==> config.mk <==
export PLATFORM = sky130hd
export DESIGN_NAME = fac_seq_ctrl
export DESIGN_NICKNAME = d
export VERILOG_FILES = /design/src/rtl/fac_seq_ctrl.sv
export SDC_FILE = /design/constraint.sdc
export NUM_CORES = 1
export LEC_CHECK = 0
export CORE_UTILIZATION = 30
export DETAILED_ROUTE_END_ITERATION = 8
export PLACE_DENSITY = 0.64
export SYNTH_ARGS = -nofsm -noshare
export SYNTH_HDL_FRONTEND = slang
export SYNTH_SLANG_ARGS = --single-unit
==> constraint.sdc <==
create_clock -name clk -period 2.6 [get_ports clk]
set_input_delay 0.26 -clock clk [delete_from_list [all_inputs] [get_ports clk]]
set_output_delay 0.26 -clock clk [all_outputs]
set_load 0.01 [all_outputs]
==> src/rtl/fac_seq_ctrl.sv <==
// FFT twiddle-multiply sequencer: counts 16-lane beats through a frame, tracks
// downstream credits and tags the fixed-latency datapath output with block/last.
module fac_seq_ctrl #(
  parameter int unsigned FAC_LAT = 1,
  parameter int unsigned BLK_NUM = 32,
  parameter int unsigned CNT_W   = 5,
  parameter int unsigned CREDITS = 4
) (
  input  logic             clk,
  input  logic             rstn,
  input  logic             in_valid,
  output logic             in_ready,
  output logic [CNT_W-1:0] dp_sel,
  output logic             out_valid,
  output logic [CNT_W-1:0] out_blk,
  output logic             out_last,
  input  logic             cred_ret,
  input  logic             abort,
  output logic             frame_done,
  output logic             busy,
  output logic             cred_err
);

  localparam int unsigned CRW = $clog2(CREDITS + 1);

  typedef enum logic [1:0] {
    IDLE,
    RUN,
    FLUSH
  } state_t;

  state_t           state, state_nxt;
  logic [CNT_W-1:0] blk_cnt;
  logic [CRW-1:0]   cred_cnt;
  logic             armed;
  logic             accept;
  logic             is_last;
  logic             drained;

  logic [FAC_LAT-1:0] pv;
  logic [FAC_LAT-1:0] pl;
  logic [CNT_W-1:0]   pb [FAC_LAT];

  assign is_last   = (blk_cnt == CNT_W'(BLK_NUM - 1));
  assign in_ready  = rstn && armed && (state != FLUSH) && (cred_cnt != '0) && !abort;
  assign accept    = in_valid && in_ready;
  assign dp_sel    = blk_cnt;
  assign busy      = (state != IDLE);
  assign out_valid = pv[FAC_LAT-1];
  assign out_blk   = pb[FAC_LAT-1];
  assign out_last  = pl[FAC_LAT-1];

  // Nothing enters in FLUSH, so once the stages ahead of the output are empty
  // the pipeline is empty after this edge; finishing here puts frame_done one
  // cycle after the last out_valid.
  always_comb begin
    drained = 1'b1;
    for (int unsigned i = 0; i + 1 < FAC_LAT; i++) begin
      if (pv[i]) drained = 1'b0;
    end
  end

  always_comb begin
    state_nxt = state;
    case (state)
      IDLE:    if (accept) state_nxt = is_last ? FLUSH : RUN;
      RUN:     if (accept && is_last) state_nxt = FLUSH;
      FLUSH:   if (drained) state_nxt = IDLE;
      default: state_nxt = IDLE;
    endcase
    if (abort) state_nxt = IDLE;
  end

  always_ff @(posedge clk or negedge rstn) begin
    if (!rstn) begin
      state      <= IDLE;
      frame_done <= 1'b0;
      armed      <= 1'b0;
    end else begin
      state      <= state_nxt;
      frame_done <= (state == FLUSH) && drained && !abort;
      armed      <= 1'b1;
    end
  end

  always_ff @(posedge clk or negedge rstn) begin
    if (!rstn) begin
      blk_cnt <= '0;
    end else if (abort) begin
      blk_cnt <= '0;
    end else if (accept) begin
      blk_cnt <= is_last ? '0 : blk_cnt + 1'b1;
    end
  end

  always_ff @(posedge clk or negedge rstn) begin
    if (!rstn) begin
      cred_cnt <= CRW'(CREDITS);
      cred_err <= 1'b0;
    end else if (accept && !cred_ret) begin
      cred_cnt <= cred_cnt - 1'b1;
    end else if (cred_ret && !accept) begin
      if (cred_cnt == CRW'(CREDITS)) cred_err <= 1'b1;
      else                           cred_cnt <= cred_cnt + 1'b1;
    end
  end

  always_ff @(posedge clk or negedge rstn) begin
    if (!rstn) begin
      pv <= '0;
      pl <= '0;
      for (int unsigned i = 0; i < FAC_LAT; i++) pb[i] <= '0;
    end else if (abort) begin
      pv <= '0;
      pl <= '0;
      for (int unsigned i = 0; i < FAC_LAT; i++) pb[i] <= '0;
    end else begin
      pv[0] <= accept;
      pl[0] <= accept && is_last;
      pb[0] <= blk_cnt;
      for (int unsigned i = 1; i < FAC_LAT; i++) begin
        pv[i] <= pv[i-1];
        pl[i] <= pl[i-1];
        pb[i] <= pb[i-1];
      end
    end
  end

endmodule

==> out/metrics.cfg, run 1 <==
[cts]
postCtsHoldBufs=0
cts_tree=yes
cts.clk_slew.worst_paths_ns=0.12
clock_latency_ns=0.31
cts_resized=0
cts_buffers=3
cts_setup_buffers=0
cts_root_buf=clkbuf_4
clkSinkCount=20
cts_buffer_depth=2
htreeDepth=1

[floorplan]
row_count=20
die_area_um2=3399
start_util=0.3140
die_y_um=58.30
die_x_um=58.30
pin_count=21
core_area_um2=3028

[setup_path]
critPathRequiredTime_ns=2.83
path_delay_family=adder cells
max_stage_delay_ns=0.59
path_max_fanout=6
crit_buf_inv=1
slowest_stage=dfstp_2
start_kind=flop
arrival_ns=2.47
critPathCaptureType=flop
path_cells=or3_4, and4_4, ha_1, inv_1, fa_1, or2_1, o21ai_0, a31oi_1
crit_type=reg -> reg

[global_routing]
grt_pass1_vias=705
grt_usage=0.1239
antenna_found_initial=0
grt_max_degree=21
grt.overflow.total=0
grt_pass1_wl_um=3049

[cells_and_area]
areaGrowthSynthToFinish_pct=31.84
diodes=0
final_common_cell=clkdlybuf4s50_1
final_cell_mix=20 x clkdlybuf4s50_1, 19 x dfrtp_1, 7 x inv_1, 7 x nor2_1, 6 x nor2b_1
finalNetCount=117
drive_gt1_frac=0.1792
fillers=293

[sta]
final_hold_viol_count=0
rsz0062_at_grt=no
min_period_ns=2.237
finalMaxSlewViolations=0
setup-violations-final=0
skew_ns=0.01220
finalCritPeriodShare=0.8602
fin_setup_tns_ns=0
timing.fmax_ghz=0.4471
setup_slack_ns=0.3634

[pwr]
combPwrFrac=0.230
pwr-share-clk=0.249
power_switching_uw=213.9
vdd_drop_max_uv=237.2
swShare=0.2921
internal_power_uw=518.5
seq_power_share=0.521
p_per_area_nw_per_um2=584.2
leakage_nw=0.5938

[detailed_routing]
drt-pass1-iter-count=4
vias=673
vias_per_cell=4.487
drtIter0Drc=5
drc_errors=0
finalWirelength_um=1883
ant_nets=0
wl_per_cell_um=12.55

[status]
status=finished clean

[synthesis]
netlist_instances=80
syn_area_um2=950.9
synthTopCellsByArea=dfrtp_1 50%, mux2_4 7.9%, ha_1 5.3%
synth.distinct_cells=31
synth_edf_count=0
yosysWarnings=0
synth_nets=90
synth_top_cell_by_area=dfrtp_1
synth_seq_cells=20
synthFlopType=dfrtp_1
avgSynthCellArea_um2=11.89
yosys.area.top_type_share=0.5000
yosysSeqAreaShare=0.5276
synth-async-reset-ratio=1.000

[placement]
dpl.hpwl_um=1460
routabilityCongestion=0.7203
io_buffers=20
place_ws_ns=0.09163

[flow_run]
maxCapViolCount=0

[worst_hold_path]
hold_path.class=in -> async

[layer usage]
layer	global-route usage	part of all wire
met5	0	0
met4	0.09524	0.020
met3	0.01758	0.040
met2	0.1872	0.45
met1	0.1608	0.48
[area by class of cell]
type	instances	area [um2]	share of cell area
tap	44	55.05	0.04391
timing repair buffer	23	222.7	0.1776
multi-input combinational	51	405.4	0.3234
sequential	20	501.7	0.4002
inverter	8	32.53	0.02595
clock buffer	4	36.28	0.02894
[per-stage QoR]
step / power [mW] / utilization / cells / area (um2) / hold slack (ns)
2_1_floorplan: 0.4927 / - / 80 / 950.9 / -0.03559
3_3_place_gp: 0.5452 / 0.4021 / 146 / 1217 / 0.4701
3_5_place_dp: 0.5547 / 0.4021 / 146 / 1217 / 0.4826
4_1_cts: 0.7409 / 0.4141 / 150 / 1254 / 0.3459
5_1_grt: 0.7850 / 0.4141 / 150 / 1254 / 0.3623
6_report: 0.7324 / 0.4141 / 150 / 1254 / 0.3303
[logic make-up after synthesis]
kind of cell,after synthesis,share of synthesized area
other cells,1,0.003944
xor+xnor,2,0.01842
simple gates,28,0.1750
mux,7,0.1013
flops,20,0.5276
buf+inv,9,0.04606
fa+ha+maj,5,0.07369
compound gates,8,0.05395
[worst reg2reg max path, cell delays in order (launching register included)]
cell     delay (ns)
dfstp_2        0.59
or3_4          0.14
and4_4         0.21
ha_1           0.23
inv_1          0.09
fa_1           0.42
or2_1          0.22
o21ai_0        0.15
a31oi_1        0.11
[worst paths after layout]
check	start	end	slack, ns	depth (start not counted)
worst max-delay path	cred_cnt[2]	cred_cnt[2]	0.36	8
worst min-delay path	rstn	out_blk[1]	0.33	2
worst max register to register	cred_cnt[2]	cred_cnt[2]	0.36	8
worst min register to register	cred_err	cred_err	0.51	1
max in group asynchronous	rstn	cred_cnt[2]	1.98	2
min in group clk	cred_err	cred_err	0.51	1
[cell usage after synthesis, drive strengths merged (2+ instances only)]
master,count
dfrtp,19
inv,8
nor2,7
mux2,6
nor2b,6
ha,4
a21oi,3
and3,3
nand2,3
and4,2
or2,2
xnor2,2
[power groups by stage]
stage	clock [mW]	sequential [mW]	combinational, mW
3_3_place_gp	0	0.385	0.160
2_1_floorplan	0	0.380	0.113
6_report	0.182	0.381	0.169
5_1_grt	0.204	0.390	0.191
3_5_place_dp	0	0.387	0.168
4_1_cts	0.189	0.381	0.171
[sequential cells by signal, indices dropped and copies added, names as in the netlist]
register and flops:
out_blk 5, armed 1, state 2, cred_cnt 3, out_last 1, cred_err 1
frame_done 1, out_valid 1, dp_sel 5
(Power assumes the default switching activity.)
==> run 2: changes to the inputs <==
--- a/config.mk
+++ b/config.mk
@@ -5,9 +5,11 @@
 export SDC_FILE = /design/constraint.sdc
 export NUM_CORES = 1
 export LEC_CHECK = 0
+export CELL_PAD_IN_SITES_DETAIL_PLACEMENT = 2
+export CELL_PAD_IN_SITES_GLOBAL_PLACEMENT = 2
 export CORE_UTILIZATION = 30
 export DETAILED_ROUTE_END_ITERATION = 8
-export PLACE_DENSITY = 0.64
+export PLACE_DENSITY = 0.86
 export SYNTH_ARGS = -nofsm -noshare
 export SYNTH_HDL_FRONTEND = slang
 export SYNTH_SLANG_ARGS = --single-unit
==> run 2 against run 1 <==
  * Clock skew fell by 0.0081 ns
  * Worst hold slack gained 0.0015 ns
  * Clock power is 14% lower
  * Non-clock buffer count is the same
  * Combinational power hardly changed
  * First-iteration DRC count up 80%
  * Flip-flop and latch count did not move
  * Largest cell class unchanged
  * Highest routed layer unchanged
==> out/metrics.cfg, run 2 (synthesis gave the netlist of run 1 again) <==
[status]
status=finished clean

[cts]
cts.clk_slew.worst_paths_ns=0.11
clock_latency_ns=0.30
postCtsHoldBufs=0
clkSinkCount=20
htreeDepth=1
cts_resized=0
cts_buffers=3
cts_setup_buffers=0
cts_buffer_depth=2
cts_tree=yes
cts_root_buf=clkbuf_4

[setup_path]
path_max_fanout=6
max_stage_delay_ns=0.60
timing.critical_path.from=cred_cnt[2]
reg2reg_from=cred_cnt[2]
slowest_stage=dfstp_2
reg2reg_depth=8
crit_type=reg -> reg
path_cells=or3_4, and4_4, ha_1, inv_1, fa_1, or2_1, o21ai_0, a31oi_1
critPathCaptureType=flop
critPathRequiredTime_ns=2.84
arrival_ns=2.52
start_kind=flop

[cells_and_area]
fillers=321
final_common_cell=clkdlybuf4s50_1
utilization=0.4107
drive_gt1_frac=0.1698
diodes=0
fin_cells=150
finalNetCount=117
final_cell_mix=20 x clkdlybuf4s50_1, 19 x dfrtp_1, 7 x inv_1, 7 x nor2_1, 6 x nor2b_1
areaGrowthSynthToFinish_pct=30.79

[sta]
finalCritPeriodShare=0.8774
skew_ns=0.004060
finalMaxSlewViolations=0
rsz0062_at_grt=no
min_period_ns=2.281
final_hold_viol_count=0
fin_setup_tns_ns=0
setup-violations-final=0
timing.fmax_ghz=0.4384

[detailed_routing]
finalWirelength_um=2205
ant_nets=0
drt-pass1-iter-count=4
vias=683
drc_errors=0
drtIter0Drc=9
vias_per_cell=4.553
wl_per_cell_um=14.70

[global_routing]
grt_pass1_vias=783
grt_util_met2=0.2874
met3_usage=0.02637
antenna_found_initial=0
grt.overflow.total=0
grt_pass1_wl_um=3732
grt_usage=0.1522
grt_max_degree=21
use_met1=0.1636
busiest_layer=met2

[pwr]
p_per_area_nw_per_um2=570.1
vdd_drop_max_uv=286.8
leakage_nw=0.5878

[placement]
io_buffers=20
routabilityCongestion=0.7543
dpl.hpwl_um=1758
dp_cells=146

[floorplan]
die_y_um=58.30
pin_count=21
core_area_um2=3028
row_count=20
die_x_um=58.30
die_area_um2=3399
start_util=0.3140

[worst_hold_path]
hold_path.class=in -> async

[flow_run]
maxCapViolCount=0

## run 2: final timing paths
path / endpoint / slack, ns
worst max-delay path: cred_cnt[2] / 0.32
worst min-delay path: out_blk[2] / 0.33
worst max register to register: cred_cnt[2] / 0.32
worst min register to register: cred_err / 0.49
max in group asynchronous: cred_cnt[2] / 2.00
min in group clk: cred_err / 0.49
## run 2: cell type report
| class | instances | area (um2) | area share |
|---|---|---|---|
| multi-input cells | 51 | 405.4 | 0.3260 |
| inverters | 8 | 32.53 | 0.02616 |
| repair buffers | 23 | 222.7 | 0.1791 |
| well taps | 44 | 55.05 | 0.04427 |
| clock buffers | 4 | 26.28 | 0.02113 |
| flip-flops and latches | 20 | 501.7 | 0.4034 |
## run 2: routing by layer
layer  vias up  part of all wire
li1        321                 -
met1       342              0.42
met2        16              0.53
met3         4             0.026
met4         0             0.015
met5         -                 0
## run 2: worst max-delay path, delay by kind of cell, from the launching register on
kind / cells / cell delay [ns]
buf+inv: 1 / 0.10
flops: 1 / 0.60
fa+ha+maj: 2 / 0.66
compound gates: 2 / 0.27
simple gates: 3 / 0.57
## run 2: through the flow
step | instance area (um2) | hold slack (ns) | setup slack [ns] | power, mW
floorplan | 950.9 | -0.03559 | 0.4052 | 0.4927
global placement | 1217 | 0.4514 | 0.1655 | 0.5484
detailed placement | 1217 | 0.4729 | 0.05203 | 0.5627
CTS | 1244 | 0.3260 | 0.3017 | 0.7283
global route | 1244 | 0.3593 | 0.1857 | 0.7477
finish | 1244 | 0.3317 | 0.3188 | 0.7091
## run 2: power breakdown
part	total (mW)	internal, mW	switching, mW
combinational	0.167	0.0853	0.0820
sequential	0.385	0.346	0.0387
clock	0.157	0.0599	0.0970
